===== src/rtl/bw_io_impctl_cal_seq.sv =====
`default_nettype none
// ============================================================================
// Module   : bw_io_impctl_cal_seq
// Brief    : IO impedance-calibration sequencer. Walks the pull-up and then the
//            pull-down drive code from comparator feedback until each dithers
//            around the target, then hands the codes to the pads (valid/ack).
// Options  : IMPCTL_CAL_AVG_EN - majority-of-three comparator sampling.
// Revision : 1.0 - initial release
// ============================================================================
module bw_io_impctl_cal_seq #(
    parameter int CODE_W       = 8,
    parameter int DIV_LOG2     = 3,
    parameter int SETTLE_TICKS = 4,
    parameter int LOCK_CNT     = 3
) (
    input  logic              l2clk,
    input  logic              global_reset,
    input  logic              start,
    input  logic              cal_enable,
    input  logic              comp_hi,
    input  logic              upd_ack,
    output logic [CODE_W-1:0] pu_code,
    output logic [CODE_W-1:0] pd_code,
    output logic              sel_pd,
    output logic              upd_valid,
    output logic              busy,
    output logic              locked,
    output logic              sat_err
);

    localparam int SET_W = (SETTLE_TICKS > 1) ? $clog2(SETTLE_TICKS) : 1;
    localparam int REV_W = $clog2(LOCK_CNT + 1);

    localparam logic [CODE_W-1:0] c_CODE_MID = {1'b1, {(CODE_W-1){1'b0}}};
    localparam logic [CODE_W-1:0] c_CODE_MAX = '1;
    localparam logic [CODE_W-1:0] c_CODE_MIN = '0;
    localparam logic [SET_W-1:0]  c_SET_LAST = SET_W'(SETTLE_TICKS - 1);
    localparam logic [REV_W-1:0]  c_LOCK     = REV_W'(LOCK_CNT);

    typedef enum logic [2:0] {
        S_IDLE      = 3'd0,
        S_PU_SETTLE = 3'd1,
        S_PU_SAMPLE = 3'd2,
        S_PD_SETTLE = 3'd3,
        S_PD_SAMPLE = 3'd4,
        S_UPDATE    = 3'd5
    } state_t;

    state_t              r_state,    w_state_nxt;
    logic [DIV_LOG2-1:0] r_div;
    logic [SET_W-1:0]    r_set_cnt,  w_set_cnt_nxt;
    logic [REV_W-1:0]    r_rev,      w_rev_nxt;
    logic                r_prev_dir, w_prev_dir_nxt;
    logic                r_prev_vld, w_prev_vld_nxt;
    logic [CODE_W-1:0]   r_pu_code,  w_pu_code_nxt;
    logic [CODE_W-1:0]   r_pd_code,  w_pd_code_nxt;
    logic                r_sel_pd,   w_sel_pd_nxt;
    logic                r_upd_valid, w_upd_valid_nxt;
    logic                r_locked,   w_locked_nxt;
    logic                r_sat_err,  w_sat_err_nxt;

    logic                w_tick;
    logic                w_eval;
    logic                w_dir;
    logic [CODE_W-1:0]   w_cur_code;
    logic [CODE_W-1:0]   w_stepped;
    logic                w_at_lim;
    logic [REV_W-1:0]    w_rev_upd;
    logic                w_done;

    // Slow sample strobe shared with the impctl divide-by-2^DIV_LOG2 clock.
    always_ff @(posedge l2clk) begin
        if (global_reset) r_div <= '0;
        else              r_div <= r_div + 1'b1;
    end
    assign w_tick = &r_div;

`ifdef IMPCTL_CAL_AVG_EN
    logic       w_in_sample;
    logic [1:0] r_smp_cnt, w_smp_cnt_nxt;
    logic [1:0] r_smp,     w_smp_nxt;

    assign w_in_sample = (r_state == S_PU_SAMPLE) || (r_state == S_PD_SAMPLE);
    assign w_eval      = w_tick && (r_smp_cnt == 2'd2);
    assign w_dir       = (r_smp[0] & r_smp[1]) | (r_smp[0] & comp_hi) | (r_smp[1] & comp_hi);

    always_comb begin
        w_smp_cnt_nxt = r_smp_cnt;
        w_smp_nxt     = r_smp;
        if (!w_in_sample) begin
            w_smp_cnt_nxt = 2'd0;
        end else if (w_tick) begin
            if (r_smp_cnt == 2'd2) begin
                w_smp_cnt_nxt = 2'd0;
            end else begin
                w_smp_nxt[r_smp_cnt[0]] = comp_hi;
                w_smp_cnt_nxt           = r_smp_cnt + 2'd1;
            end
        end
    end

    always_ff @(posedge l2clk) begin
        if (global_reset) begin
            r_smp_cnt <= 2'd0;
            r_smp     <= 2'd0;
        end else begin
            r_smp_cnt <= w_smp_cnt_nxt;
            r_smp     <= w_smp_nxt;
        end
    end
`else
    assign w_eval = w_tick;
    assign w_dir  = comp_hi;
`endif

    assign w_cur_code = (r_state == S_PD_SAMPLE) ? r_pd_code : r_pu_code;
    assign w_stepped  = w_dir ? (w_cur_code + 1'b1) : (w_cur_code - 1'b1);
    assign w_at_lim   = w_dir ? (w_cur_code == c_CODE_MAX) : (w_cur_code == c_CODE_MIN);
    assign w_rev_upd  = r_rev + REV_W'(r_prev_vld && (w_dir != r_prev_dir));

    always_comb begin
        w_state_nxt     = r_state;
        w_set_cnt_nxt   = r_set_cnt;
        w_rev_nxt       = r_rev;
        w_prev_dir_nxt  = r_prev_dir;
        w_prev_vld_nxt  = r_prev_vld;
        w_pu_code_nxt   = r_pu_code;
        w_pd_code_nxt   = r_pd_code;
        w_sel_pd_nxt    = r_sel_pd;
        w_upd_valid_nxt = r_upd_valid;
        w_locked_nxt    = r_locked;
        w_sat_err_nxt   = r_sat_err;
        w_done          = 1'b0;

        // Dropping cal_enable abandons the run in place; no handshake completes.
        if (r_state != S_IDLE && !cal_enable) begin
            w_state_nxt     = S_IDLE;
            w_upd_valid_nxt = 1'b0;
            w_locked_nxt    = 1'b0;
            w_sel_pd_nxt    = 1'b0;
        end else begin
            case (r_state)
                S_IDLE: begin
                    if (start && cal_enable) begin
                        w_state_nxt    = S_PU_SETTLE;
                        w_locked_nxt   = 1'b0;
                        w_sat_err_nxt  = 1'b0;
                        w_rev_nxt      = '0;
                        w_prev_vld_nxt = 1'b0;
                        w_sel_pd_nxt   = 1'b0;
                        w_set_cnt_nxt  = '0;
                    end
                end
                S_PU_SETTLE, S_PD_SETTLE: begin
                    if (w_tick) begin
                        if (r_set_cnt == c_SET_LAST) begin
                            w_set_cnt_nxt = '0;
                            w_state_nxt   = (r_state == S_PU_SETTLE) ? S_PU_SAMPLE : S_PD_SAMPLE;
                        end else begin
                            w_set_cnt_nxt = r_set_cnt + 1'b1;
                        end
                    end
                end
                S_PU_SAMPLE, S_PD_SAMPLE: begin
                    if (w_eval) begin
                        if (w_rev_upd == c_LOCK) begin
                            w_rev_nxt = w_rev_upd;
                            w_done    = 1'b1;
                        end else if (w_at_lim) begin
                            w_sat_err_nxt = 1'b1;
                            w_done        = 1'b1;
                        end else begin
                            w_rev_nxt      = w_rev_upd;
                            w_prev_dir_nxt = w_dir;
                            w_prev_vld_nxt = 1'b1;
                            if (r_state == S_PU_SAMPLE) begin
                                w_pu_code_nxt = w_stepped;
                                w_state_nxt   = S_PU_SETTLE;
                            end else begin
                                w_pd_code_nxt = w_stepped;
                                w_state_nxt   = S_PD_SETTLE;
                            end
                        end
                        if (w_done && r_state == S_PU_SAMPLE) begin
                            w_state_nxt    = S_PD_SETTLE;
                            w_sel_pd_nxt   = 1'b1;
                            w_rev_nxt      = '0;
                            w_prev_vld_nxt = 1'b0;
                        end else if (w_done) begin
                            w_state_nxt     = S_UPDATE;
                            w_upd_valid_nxt = 1'b1;
                        end
                    end
                end
                S_UPDATE: begin
                    if (upd_ack) begin
                        w_state_nxt     = S_IDLE;
                        w_upd_valid_nxt = 1'b0;
                        w_locked_nxt    = ~r_sat_err;
                        w_sel_pd_nxt    = 1'b0;
                    end
                end
                default: w_state_nxt = S_IDLE;
            endcase
        end
    end

    always_ff @(posedge l2clk) begin
        if (global_reset) begin
            r_state     <= S_IDLE;
            r_set_cnt   <= '0;
            r_rev       <= '0;
            r_prev_dir  <= 1'b0;
            r_prev_vld  <= 1'b0;
            r_pu_code   <= c_CODE_MID;
            r_pd_code   <= c_CODE_MID;
            r_sel_pd    <= 1'b0;
            r_upd_valid <= 1'b0;
            r_locked    <= 1'b0;
            r_sat_err   <= 1'b0;
        end else begin
            r_state     <= w_state_nxt;
            r_set_cnt   <= w_set_cnt_nxt;
            r_rev       <= w_rev_nxt;
            r_prev_dir  <= w_prev_dir_nxt;
            r_prev_vld  <= w_prev_vld_nxt;
            r_pu_code   <= w_pu_code_nxt;
            r_pd_code   <= w_pd_code_nxt;
            r_sel_pd    <= w_sel_pd_nxt;
            r_upd_valid <= w_upd_valid_nxt;
            r_locked    <= w_locked_nxt;
            r_sat_err   <= w_sat_err_nxt;
        end
    end

    assign pu_code   = r_pu_code;
    assign pd_code   = r_pd_code;
    assign sel_pd    = r_sel_pd;
    assign upd_valid = r_upd_valid;
    assign busy      = (r_state != S_IDLE);
    assign locked    = r_locked;
    assign sat_err   = r_sat_err;

endmodule
`default_nettype wire


===== config.mk =====
export PLATFORM = sky130hd
export DESIGN_NAME = bw_io_impctl_cal_seq
export DESIGN_NICKNAME = d
export VERILOG_FILES = /design/src/rtl/bw_io_impctl_cal_seq.sv
export SDC_FILE = /design/constraint.sdc
export NUM_CORES = 1
export LEC_CHECK = 0
export BUFFER_PORTS_ARGS = -buffer_cell sky130_fd_sc_hd__buf_2
export CAP_MARGIN = 20
export CORE_MARGIN = 1.5
export CORE_UTILIZATION = 44
export DETAILED_ROUTE_END_ITERATION = 16
export SKIP_CTS_REPAIR_TIMING = 1
export SYNTH_ARGS = -nofsm -noshare
export SYNTH_HDL_FRONTEND = slang
export SYNTH_SLANG_ARGS = --single-unit

===== constraint.sdc =====
create_clock -name l2clk -period 3.7 [get_ports l2clk]
set_input_delay 0 -clock l2clk [delete_from_list [all_inputs] [get_ports l2clk]]
set_output_delay 0 -clock l2clk [all_outputs]
set_load 0.05 [all_outputs]

**After elaboration in Yosys (flattened, before gate mapping)**

Cells that the tools add are included.

- $add $sub $neg: 5
- Reduce and logical (&&, ||, !) cells: 28
- Mux-type cells: 49
- Eq/ne operators: 24
- Bitwise gates (word level): 5

Operators with widths:

| cell | count |
|---|---|
| two-way mux 3 bit | 10 |
| two-way mux 1 bit | 21 |
| inequality test 2 bit, second input constant | 10 |
| two-way mux 2 bit | 8 |
| two-way mux 8 bit | 2 |
| AND reduction 8 bit | 2 |
| AND reduction 5 bit | 3 |
| AND reduction 7 bit | 2 |
| inequality test 4 bit, second input constant | 3 |
| case mux 3 bit (4 select lines) | 1 |
| AND reduction 6 bit | 2 |
| adder 8 x 1 -> 8 bit, second input constant | 1 |
| == test 8 bit, second input constant | 1 |
| zero test 8 bit | 1 |
| case mux 1 bit (2 select lines) | 4 |
| case mux 2 bit (2 select lines) | 2 |
| nonzero test 2 bit | 4 |
| subtractor 8 x 1 -> 8 bit, second input constant | 1 |
| == test 3 x 2 -> 1 bit, second input constant | 2 |
| == test 3 bit, second input constant | 2 |
| inequality test 3 bit, second input constant | 2 |
| AND reduction 3 bit | 2 |
| nonzero test 3 bit | 2 |
| OR reduction 2 bit | 3 |
| 12 further kinds | 20 |

- Logic and storage cells: 123
- Bits of input ports: 6
- Output and inout port bits: 21
- Register bits after elaboration: 32

**Depth between registers and ports, before layout**

Gate-level depths: netlist of run 1.

- Depth after elaboration: 13
- Gate-level depth with buffers: 13
- Gate-level depth less buffers: 11

**Least setup slack after synthesis of run 1**

No wires, ideal clock.

- Kind: register -> register
- Start point: register r_state[0]
- End point: register r_pd_code[5], in the netlist pd_code[5]
- Setup slack: 1.127 ns
- Setup time: 0.128 ns
- Stages on the path, launching flop included: 13
- Path buffers: 3
- Period minus slack after synthesis: 2.573 ns
- Data arrival time: 2.445 ns
- Required time: 3.572 ns
- Cell sequence: dfxtp_1 > or3b_1 > buf_2 > buf_2 > nand2_1 > nand2_1 > ha_1 > clkbuf_1 > nor3_1 > a2111oi_0 > o311ai_2 > mux2i_1 > nor2_1

- Longest elaborated chain between the ends: 6
- Elaborated cells on any way between the ends: 16
- Classes of those cells: 2 x add/sub; 3 x eq/ne; 3 x mux; 3 x bitwise; 5 x reduce/logical

Ends and longest elaborated chain:

| element | line | RTL |
|---|---|---|
| from (decl) | 49 | `state_t r_state, w_state_nxt;` |
| from (signal assigned) | 222 | `r_state <= w_state_nxt;` |
| parallel branches: the longest is 6 deep, another holds subtractor 8 x 1 -> 8 bit | -- |  |
| to (signal assigned) | 216 | `r_pd_code <= c_CODE_MID;` |
| to (signal assigned) | 228 | `r_pd_code <= w_pd_code_nxt;` |
| to (decl) | 56 | `logic [CODE_W-1:0] r_pd_code, w_pd_code_nxt;` |

Parallel ways; which one is timed is not known.
A chain may end at the register's enable or synchronous reset.

**Worst setup path after layout of run 1**

- Start point: register r_state[1]
- End point: register r_rev[1]

- Longest elaborated chain between the ends: 13
- Elaborated cells on any way between the ends: 25
- Classes of those cells: 6 x eq/ne; 10 x mux; 1 x bitwise; 8 x reduce/logical

Ends and longest elaborated chain:

| element | line | RTL |
|---|---|---|
| == test 3 bit | 116, 142 |  |
| two-way mux 8 bit | 116 | `assign w_cur_code = (r_state == S_PD_SAMPLE) ? r_pd_code : r_pu_code;` |
| == test 8 bit / zero test 8 bit (equally long branches) | 118 | `assign w_at_lim = w_dir ? (w_cur_code == c_CODE_MAX) : (w_cur_code == c_CODE_MIN);` |
| two-way mux 1 bit | 118 |  |
| two-way mux 1 bit | 169 | `end else if (w_at_lim) begin` |
| two-way mux 1 bit | 166 | `if (w_rev_upd == c_LOCK) begin` |
| two-way mux 1 bit | 165 | `if (w_eval) begin` |
| two-way mux 1 bit | 142 | `case (r_state)` |
| two-way mux 1 bit | 136 | `if (r_state != S_IDLE && !cal_enable) begin` |
| logical AND 1 bit | 184 | `if (w_done && r_state == S_PU_SAMPLE) begin` |
| two-way mux 2 bit | 184 |  |
| two-way mux 2 bit | 165 |  |
| case mux 2 bit (2 select lines) | 142 |  |
| to (signal assigned) | 224 | `r_rev <= w_rev_nxt;` |
| to (decl) | 52 | `logic [REV_W-1:0] r_rev, w_rev_nxt;` |

Several ways; a longest one is shown, not always the timed one. The select of a mux whose other input is x is not followed.

==> out/metrics.yaml, run 1 <==
synth_edf_count: 0
syn_nets: 291
cp_max_fo: 12
outcome: "completed"
tritoncts: "yes"
fmax_mhz: 312.1
yosys-top-cells-area: "dfxtp_1 29%, ha_1 6.8%, mux2i_1 6.8%, nor2_1 6.0%, nand2_1 4.8%"
avgRoutedWirePerCell_um: 14.06
wl_um: 5076
root_buffer: "clkbuf_8"
gr-total-overflow: 0
setup_violations: 0
syn_area_per_cell_um2: 8.078
cp_num_cells: 9
crit_path_end_kind: "flip-flop"
min_path_type: "in2reg"
grt_max_degree: 29
clkLatencyLatePin_ns: 0.27
htree_levels: 2
syn2layout_area_growth_pct: 11.62
core_area_mm2: 0.004755
switching_share_pct: 34.82
required_ns: 3.91
n_antenna_cell: 0
synth.largest_area_cell: "dfxtp_1"
p_leak_nw: 1.064
ys_warn_count: 0
rsz0062_at_grt: "no"
crit_path_start_kind: "flip-flop"
slowest_stage: "nor3b_2"
fin_skew_ns: 0.006861
vias: 1941
power_density_mw_per_mm2: 362.7
syn-cell-area_mm2: 0.002197
io_buffer_count: 26
max_slew_margin_pct: 44.14
ys_seq_area_share_pct: 29.16
path_clk_slew_ns: 0.07
cp_cell_sequence: "buf_4, nor3b_2, nor4_1, a21oi_1, nand3_2, ha_1, or3_1, nor4b_1, a32o_1"
die_area_mm2: 0.005427
fin_crit_ns: 3.204
hpwlAfterDp_um: 3771
tightest_slew_ns: 0.8291
arrival_ns: 3.42
ios: 27
core.rowCount: 25
grt_pass1_wl_um: 8631
crit_family: "simple AND/OR/NAND/NOR gates"
clk_path_buf_depth: 2
critical_path_class: "reg2reg"
cts_made_buffers: 5
synth_cell_type_count: 57
period_share_pct: 86.61
drc: 0
worst_r2r_path_depth: 9
gp_congestion: 0.8760
hold_depth: 2
critPathBufInv: 1
grtUsageTotal_pct: 20.34
ir_drop_uv: 198.6
p_int_uw: 579.8
slew_viol_final: 0
synth_cells: 272
critPathMaxStageDelay_ns: 0.60
synth_top_area_share_pct: 29.16
synth_ff_type: "dfxtp_1"
async_flop_share_pct: 0
cts.sinks: 32
combPwrFrac_pct: 28.4
drt_iter0_drc: 100
drive_gt1_share_pct: 15.65
hold_viol_final: 0
seqPwrFrac_pct: 43.8
cap_violations: 0
antenna_found_initial: 0
p_switching_uw: 309.7
ant_nets: 0
nNetsFinal: 313
grt_pass1_vias: 1770
vias_per_cell: 5.377
start_util_pct: 46.21
pwr-share-clk_pct: 27.8
finalSetupTns_ns: 0
fp.dieH_um: 73.67
first_pass_iters: 4
ys_seq_elements: 32
whs_ns: 0.04633
fp.dieW_um: 73.67
==> power by group through the flow <==
stage | registers (mW) | clock network, mW | logic (mW)
3_5_place_dp | 0.397 | 0 | 0.249
5_1_grt | 0.393 | 0.276 | 0.281
2_1_floorplan | 0.374 | 0 | 0.219
3_3_place_gp | 0.396 | 0 | 0.250
4_1_cts | 0.389 | 0.258 | 0.249
6_report | 0.390 | 0.248 | 0.252
==> logic make-up (layout without fill, tap and decap cells) <==
group	count (synthesis)	count (layout)	share of synthesized area, %
AOI/OAI and AO/OA	53	53	17.48
xor gates and xnor gates	7	7	2.790
adders and majority gates	13	13	7.745
buffers and inverters	22	44	4.612
DFF	32	32	29.16
muxes	15	15	6.834
and+or+nand+nor	130	130	31.38
==> worst register-to-register path, stage by stage, from the launching register on <==
cell and delay, ns:
dfxtp_1 0.41, buf_4 0.23, nor3b_2 0.60, nor4_1 0.16, a21oi_1 0.41, nand3_2 0.24, ha_1 0.27, or3_1 0.40
nor4b_1 0.26, a32o_1 0.15
==> worst paths after layout <==
kind / slack [ns] / end / startpoint
worst min-delay path: 0.05 / sat_err / cal_enable
worst max register to register: 0.50 / r_rev[1] / r_state[1]
worst max-delay path: 0.50 / r_rev[1] / r_state[1]
worst min register to register: 0.45 / r_div[0] / r_div[0]
==> cell type report <==
| class | instances | area, um2 |
|---|---|---|
| Fill cell | 477 | 2302 |
| Multi-Input combinational cell | 218 | 1461 |
| Sequential cell | 32 | 640.6 |
| Timing Repair Buffer | 30 | 162.7 |
| Tap cell | 67 | 83.83 |
| Clock buffer | 6 | 72.57 |
| Inverter | 7 | 26.28 |
| Clock inverter | 1 | 5.005 |
==> per-stage QoR <==
step	worst slack, ns	power, mW	utilization [%]	instance area [um2]	cells
2_1_floorplan	1.127	0.5931	-	2197	272
3_3_place_gp	0.5536	0.6455	49.74	2365	353
3_5_place_dp	0.5266	0.6459	49.74	2365	353
4_1_cts	0.4933	0.8967	51.37	2442	360
5_1_grt	0.2245	0.9505	51.58	2452	361
6_report	0.4956	0.8895	51.58	2452	361
==> synthesized netlist by cell type, types with 6 or more instances <==
cell      count
mux2i_1      15
o21ai_0       8
nand2_1      28
a31oi_1       9
dfxtp_1      32
clkbuf_1      8
nand2b_1      7
nor3_1        8
nand3_1       6
inv_1         7
nor2b_1       9
nor2_1       35
nor4_1        6
a21oi_1      13
ha_1         12
==> state kept, by name, indices dropped and copies added (netlist names) <==
register    cells
r_set_cnt       2
r_prev_dir      1
locked          1
r_prev_vld      1
r_rev           2
pu_code         8
upd_valid       1
r_state         3
sel_pd          1
sat_err         1
pd_code         8
r_div           3
==> per-layer routing <==
metal  vias to the layer above  routed length [um]  part of all wire (%)  global-route usage (%)
li1                       1026                   -                     -                       -
met1                       878                2704                    53                   31.59
met2                        35                2090                    41                   29.13
met3                         2                 251                   4.9                   3.841
met4                         0                  29                  0.57                   3.704
met5                         -                   0                     0                       0
==> cells in the final DEF (no fill, tap or decap), drive strengths merged, types with 2 or more instances in the layout <==
cell type	count
o311ai	2
a21o	2
o21ai	8
xnor2	5
nand3	7
or2	3
nand2b	7
nand3b	3
inv	7
dfxtp	32
xor2	2
nor3	8
a2111oi	2
and2	2
a31oi	9
o21a	2
clkbuf	6
a21oi	14
nor2	35
nand4	5
a211o	2
ha	12
nor3b	6
nand2	28
nor2b	9
or3	5
nor4	6
buf	29
mux2i	15
a211oi	2
No activity file was read; power rests on OpenSTA's default activity.
==> run 2: changes to the inputs <==
--- a/config.mk
+++ b/config.mk
@@ -7,9 +7,12 @@
 export LEC_CHECK = 0
 export BUFFER_PORTS_ARGS = -buffer_cell sky130_fd_sc_hd__buf_2
 export CAP_MARGIN = 20
+export CELL_PAD_IN_SITES_DETAIL_PLACEMENT = 1
+export CELL_PAD_IN_SITES_GLOBAL_PLACEMENT = 2
 export CORE_MARGIN = 1.5
-export CORE_UTILIZATION = 44
+export CORE_UTILIZATION = 34
 export DETAILED_ROUTE_END_ITERATION = 16
+export PLACE_DENSITY_LB_ADDON = 0.1
 export SKIP_CTS_REPAIR_TIMING = 1
 export SYNTH_ARGS = -nofsm -noshare
 export SYNTH_HDL_FRONTEND = slang
==> out/metrics.yaml, run 2 (synthesis results as in run 1) <==
final_cell_mix: "35 x nor2_1, 32 x dfxtp_1, 28 x nand2_1, 26 x buf_2, 15 x mux2i_1"  # unchanged
fp.dieH_um: 83.39  # was 73.67 um
syn2layout_area_growth_pct: 14.75  # was 11.62%
required_ns: 3.86  # was 3.91 ns
power_density_mw_per_mm2: 391.5  # was 362.7 mW/mm2
clk_path_buf_depth: 2  # unchanged
die_area_mm2: 0.006953  # was 0.005427 mm2
crit_path_start_kind: "flip-flop"  # unchanged
fin_crit_ns: 2.748  # was 3.204 ns
grt_max_degree: 29  # unchanged
cts.sinks: 32  # unchanged
period_share_pct: 74.27  # was 86.61%
ant_nets: 0  # unchanged
antenna_found_initial: 0  # unchanged
tightest_slew_ns: 0.7835  # was 0.8291 ns
postLayoutCoreUtil_pct: 39.93  # was 51.58%
clkLatencyLatePin_ns: 0.29  # was 0.27 ns
outcome: "completed"  # unchanged
start_util_pct: 34.80  # was 46.21%
root_buffer: "clkbuf_8"  # unchanged
finalSetupTns_ns: 0  # unchanged
arrival_ns: 2.91  # was 3.42 ns
crit_path_end_kind: "flip-flop"  # unchanged
n_antenna_cell: 0  # unchanged
cp_max_fo: 8  # was 12
cts_made_buffers: 5  # unchanged
layout_commonest_cell: "nor2_1"  # unchanged
hold_viol_final: 0  # unchanged
cap_violations: 0  # unchanged
min_path_type: "in2reg"  # unchanged
slew_viol_final: 0  # unchanged
fin_skew_ns: 0.006284  # was 0.006861 ns
avgRoutedWirePerCell_um: 15.63  # was 14.06 um
grt_pass1_wl_um: 9860  # was 8631 um
gp_congestion: 0.7576  # was 0.8760
io_buffer_count: 26  # unchanged
rsz0062_at_grt: "no"  # unchanged
drive_gt1_share_pct: 17.11  # was 15.65%
first_pass_iters: 4  # unchanged
htree_levels: 2  # unchanged
gr-total-overflow: 0  # unchanged
core_area_mm2: 0.006314  # was 0.004755 mm2
wl_um: 5863  # was 5076 um
setup_violations: 0  # unchanged
ir_drop_uv: 159.1  # was 198.6 uV
grtUsageTotal_pct: 17.77  # was 20.34%
tritoncts: "yes"  # unchanged
drt_iter0_drc: 69  # was 100
whs_ns: 0.02116  # was 0.04633 ns
path_clk_slew_ns: 0.07  # about the same
power_uw: 986.9  # was 889.5 uW
nNetsFinal: 316  # was 313
drc: 0  # unchanged
place_inst: 366  # was 353
hpwlAfterDp_um: 4466  # was 3771 um
p_leak_nw: 1.092  # was 1.064 nW
max_slew_margin_pct: 47.21  # was 44.14%
layoutNonFillerInstCount: 375  # was 361
critical_path_class: "reg2reg"  # unchanged
grt_pass1_vias: 1926  # was 1,770
vias_per_cell: 5.376  # was 5.377
fmax_mhz: 363.9  # was 312.1 MHz
ios: 27  # unchanged
core.rowCount: 29  # was 25
vias: 2016  # was 1,941
fillers: 797  # was 477
fp.dieW_um: 83.39  # was 73.67 um
run 2: cell count changes in the layout (fill, tap and decap cells not counted), sizes merged:
cell and change:
buf +3, clkinvlp +1, clkbuf -1, bufinv +1
run 2: worst paths after layout:
check,depth (start not counted),from,slack [ns],endpoint
worst max-delay path,10,r_state[2],0.95,pu_code[5]
worst max register to register,10,r_state[2],0.95,pu_code[5]
worst min-delay path,2,cal_enable,0.02,sat_err
worst min register to register,1,r_div[0],0.45,r_div[0]
run 2: worst max-delay path, cell delays in order, from the launching register on:
cell	delay, ns
dfxtp_1	0.38
or3b_1	0.52
nand2_1	0.12
nand2_1	0.06
ha_1	0.33
inv_1	0.16
nor4_1	0.08
a2111oi_0	0.53
o311ai_2	0.22
mux2i_1	0.17
nor2_1	0.05
run 2: routing by layer:
| layer | global-route usage, % | vias up | wire length [um] |
|---|---|---|---|
| met4 | 4.545 | 0 | 42 |
| met5 | 0 | - | 0 |
| met1 | 26.21 | 957 | 3198 |
| li1 | - | 1034 | - |
| met3 | 3.280 | 4 | 127 |
| met2 | 26.53 | 21 | 2494 |
run 2: area by class of cell:
type	instances	area, um2	area share [%]
well taps	77	96.34	3.821
clock inverters	3	42.54	1.687
multi-input cells	218	1461	57.97
repair buffers	33	185.2	7.345
clock buffers	5	68.82	2.730
flip-flops and latches	32	640.6	25.41
inverters	7	26.28	1.042
run 2: report_power, final:
group | switching, mW | internal, mW | total, mW | leakage [nW]
sequential | 0.00656 | 0.357 | 0.364 | 0.259
combinational | 0.182 | 0.0989 | 0.281 | 0.779
clock | 0.142 | 0.199 | 0.342 | 0.0541
total | 0.331 | 0.655 | 0.987 | 1.09
run 2: through the flow:
stage	worst slack, ns	area [um2]
floorplan	1.127	2197
global placement	0.9888	2400
detailed placement	0.9551	2400
CTS	0.9335	2511
global route	0.6181	2521
finish	0.9520	2521
==> run 3: changes to the inputs <==
--- a/config.mk
+++ b/config.mk
@@ -5,12 +5,13 @@
 export SDC_FILE = /design/constraint.sdc
 export NUM_CORES = 1
 export LEC_CHECK = 0
+export ABC_AREA = 1
 export BUFFER_PORTS_ARGS = -buffer_cell sky130_fd_sc_hd__buf_2
 export CAP_MARGIN = 20
 export CELL_PAD_IN_SITES_DETAIL_PLACEMENT = 1
 export CELL_PAD_IN_SITES_GLOBAL_PLACEMENT = 2
 export CORE_MARGIN = 1.5
-export CORE_UTILIZATION = 34
+export CORE_UTILIZATION = 29
 export DETAILED_ROUTE_END_ITERATION = 16
 export PLACE_DENSITY_LB_ADDON = 0.1
 export SKIP_CTS_REPAIR_TIMING = 1
==> constraint.sdc (replaced) <==
create_clock -name l2clk -period 2.4 [get_ports l2clk]
set_input_delay 0 -clock l2clk [delete_from_list [all_inputs] [get_ports l2clk]]
set_output_delay 0 -clock l2clk [all_outputs]
set_load 0.05 [all_outputs]
==> out/metrics.yaml, run 3 <==
ys_seq_area_share_pct: 29.51  # was 29.16%
core_area_mm2: 0.007253  # was 0.006314 mm2
synthTopCellsByCount: "71 x nand2_1, 51 x nor2_1, 42 x inv_1"  # was 35 x nor2_1, 32 x dfxtp_1, 28 x nand2_1
ys_seq_elements: 32  # unchanged
path_clk_slew_ns: 0.08  # was 0.07 ns
grt_max_degree: 21  # was 29
antenna_found_initial: 0  # unchanged
grtUsageTotal_pct: 16.59  # was 17.77%
arrival_ns: 2.41  # was 2.91 ns
grt_pass1_vias: 1993  # was 1,926
root_buffer: "clkbuf_8"  # unchanged
vias: 2101  # was 2,016
worst_r2r_path_depth: 12  # was 10
synth_cell_type_count: 36  # was 57
finalSetupTns_ns: 0  # unchanged
worstReg2RegStart: "r_state[1]"  # was r_state[2]
drc: 0  # unchanged
core.rowCount: 31  # was 29
vias_per_cell: 4.567  # was 5.376
fp.dieH_um: 89.52  # was 83.39 um
setup.worst_path.end: "pu_code[6]"  # was pu_code[5]
yosysMostFrequentCell: "nand2_1"  # was nor2_1
htree_levels: 2  # unchanged
setup_violations: 0  # unchanged
ir_drop_uv: 294.7  # was 159.1 uV
cp_max_fo: 13  # was 8
clkLatencyLatePin_ns: 0.29  # about the same
period_share_pct: 93.29  # was 74.27%
synth_ff_type: "dfxtp_1"  # unchanged
whs_ns: 0.1117  # was 0.02116 ns
crit_path_start_kind: "flip-flop"  # unchanged
reg2reg_slack_ns: 0.16  # was 0.95 ns
final_cell_mix: "71 x nand2_1, 51 x nor2_1, 42 x inv_1, 31 x dfxtp_1, 26 x buf_2"  # was 35 x nor2_1, 32 x dfxtp_1, 28 x nand2_1, 26 x buf_2, 15 x mux2i_1
synth_top_area_share_pct: 29.51  # was 29.16%
r2r_end: "pu_code[6]"  # was pu_code[5]
die_area_mm2: 0.008014  # was 0.006953 mm2
slew_viol_final: 0  # unchanged
postLayoutCoreUtil_pct: 35.16  # was 39.93%
hpwlAfterDp_um: 4899  # was 4466 um
wl_um: 6157  # was 5863 um
pre_cts_slack_ns: -0.004845  # was 0.9551 ns
syn-cell-area_mm2: 0.002171  # was 0.002197 mm2
start_util_pct: 29.93  # was 34.80%
ios: 27  # unchanged
io_buffer_count: 26  # unchanged
layout_commonest_cell: "nand2_1"  # was nor2_1
async_flop_share_pct: 0  # unchanged
fp.dieW_um: 89.52  # was 83.39 um
syn_nets: 345  # was 291
p_leak_nw: 1.225  # was 1.092 nW
power_density_mw_per_mm2: 978.3  # was 391.5 mW/mm2
tritoncts: "yes"  # unchanged
clk_path_buf_depth: 2  # unchanged
drive_gt1_share_pct: 17.73  # was 17.11%
first_pass_iters: 4  # unchanged
cts_made_buffers: 5  # unchanged
gr-total-overflow: 0  # unchanged
min_path_type: "in2reg"  # unchanged
rsz0062_at_grt: "yes"  # was no
yosys-top-cells-area: "dfxtp_1 30%, nand2_1 12%, nor2_1 8.8%, inv_1 7.3%, ha_1 6.9%"  # was dfxtp_1 29%, ha_1 6.8%, mux2i_1 6.8%, nor2_1 6.0%, nand2_1 4.8%
worst_slack_ns: 0.1611  # was 0.9520 ns
cts.sinks: 32  # unchanged
gp_congestion: 0.7897  # was 0.7576
syn2layout_area_growth_pct: 17.46  # was 14.75%
syn_area_per_cell_um2: 6.659  # was 8.078 um2
ys_warn_count: 0  # unchanged
nNetsFinal: 379  # was 316
synth.largest_area_cell: "dfxtp_1"  # unchanged
critPathLaunch: "r_state[1]"  # was r_state[2]
fin_crit_ns: 2.239  # was 2.748 ns
fillers: 976  # was 797
dpl_cell_area_mm2: 0.002425  # was 0.002400 mm2
tightest_slew_ns: 0.6395  # was 0.7835 ns
crit_path_end_kind: "flip-flop"  # unchanged
fmax_mhz: 446.7  # was 363.9 MHz
final_area_mm2: 0.002550  # was 0.002521 mm2
grt_pass1_wl_um: 9970  # was 9860 um
synth_edf_count: 0  # unchanged
hold_viol_final: 0  # unchanged
synth_cells: 326  # was 272
avgRoutedWirePerCell_um: 13.38  # was 15.63 um
critical_path_class: "reg2reg"  # unchanged
drt_iter0_drc: 57  # was 69
n_antenna_cell: 0  # unchanged
outcome: "completed"  # unchanged
max_slew_margin_pct: 57.32  # was 47.21%
cap_violations: 0  # unchanged
fin_skew_ns: 0.01193  # was 0.006284 ns
required_ns: 2.57  # was 3.86 ns
ant_nets: 0  # unchanged
run 3: cell types whose count changed in the layout (fill, tap and decap cells not counted), sizes merged, moves of 6 or more:
cell    delta
a21oi      +8
o21ai     +11
a31oi      -8
nor3b      -6
mux2i     -15
nor2b      -9
nand3     +20
inv       +39
nand2     +49
nand2b     -7
nor2      +18
run 3: layout make-up:
cell class                      instances  area [um2]  area share, %
Clock inverter                          2       35.03          1.374
Tap cell                               99       123.9          4.858
Timing Repair Buffer                   36       207.7          8.145
Inverter                               46       172.7          6.771
Multi-Input combinational cell        239        1296          50.83
Clock buffer                            6       72.57          2.846
Sequential cell                        32       641.9          25.17
run 3: report_power, final:
| group | switching [mW] | leakage (nW) | internal [mW] | total [mW] |
|---|---|---|---|---|
| registers | 0.0536 | 0.260 | 0.603 | 0.656 |
| logic | 0.903 | 0.909 | 0.416 | 1.32 |
| clock network | 0.211 | 0.0552 | 0.308 | 0.519 |
| total | 1.17 | 1.22 | 1.33 | 2.49 |
run 3: per-layer routing:
metal | up-vias | routed length, um | GRT usage [%]
met5 | - | 0 | 0
met4 | 0 | 36 | 3.357
met3 | 2 | 126 | 3.601
met2 | 21 | 2726 | 25.84
met1 | 969 | 3267 | 23.57
li1 | 1109 | - | -
run 3: critical path, cell delays in order (launching register included):
cell and delay [ns]:
dfxtp_1 0.41, nor2_4 0.06, buf_4 0.18, nand3_1 0.07, nand2_1 0.09, fa_1 0.46, o21ai_2 0.21, a21oi_1 0.08
nor2_1 0.09, nor2_1 0.06, xnor2_1 0.13, o21ai_0 0.20, nor2_1 0.06
run 3: how the worst min path moves through the flow:
stage | from | end | slack, ns | cells past startpoint
2_1_floorplan | global_reset | r_div[0] | 0.27 | 2
3_3_place_gp | global_reset | r_div[0] | 0.28 | 2
3_5_place_dp | global_reset | r_div[0] | 0.28 | 2
4_1_cts | global_reset | r_div[0] | -0.02 | 2
5_1_grt | start | r_state[0] | 0.17 | 5
6_report | start | r_state[0] | 0.11 | 5
run 3: kinds of logic (layout without fill, tap and decap cells):
kind of cell | count (synthesis) | count (layout) | synth area share [%]
compound gates | 48 | 48 | 12.22
xor+xnor | 8 | 8 | 3.228
fa+ha+maj | 13 | 13 | 7.838
buf+inv | 55 | 90 | 11.07
flops | 32 | 32 | 29.51
simple gates | 170 | 170 | 36.14
run 3: through the flow:
step	power, mW	cells
after global placement	1.992	451
after detailed placement	2.000	451
after floorplan	1.681	326
after global routing	2.731	460
after CTS	2.541	459
final	2.495	460
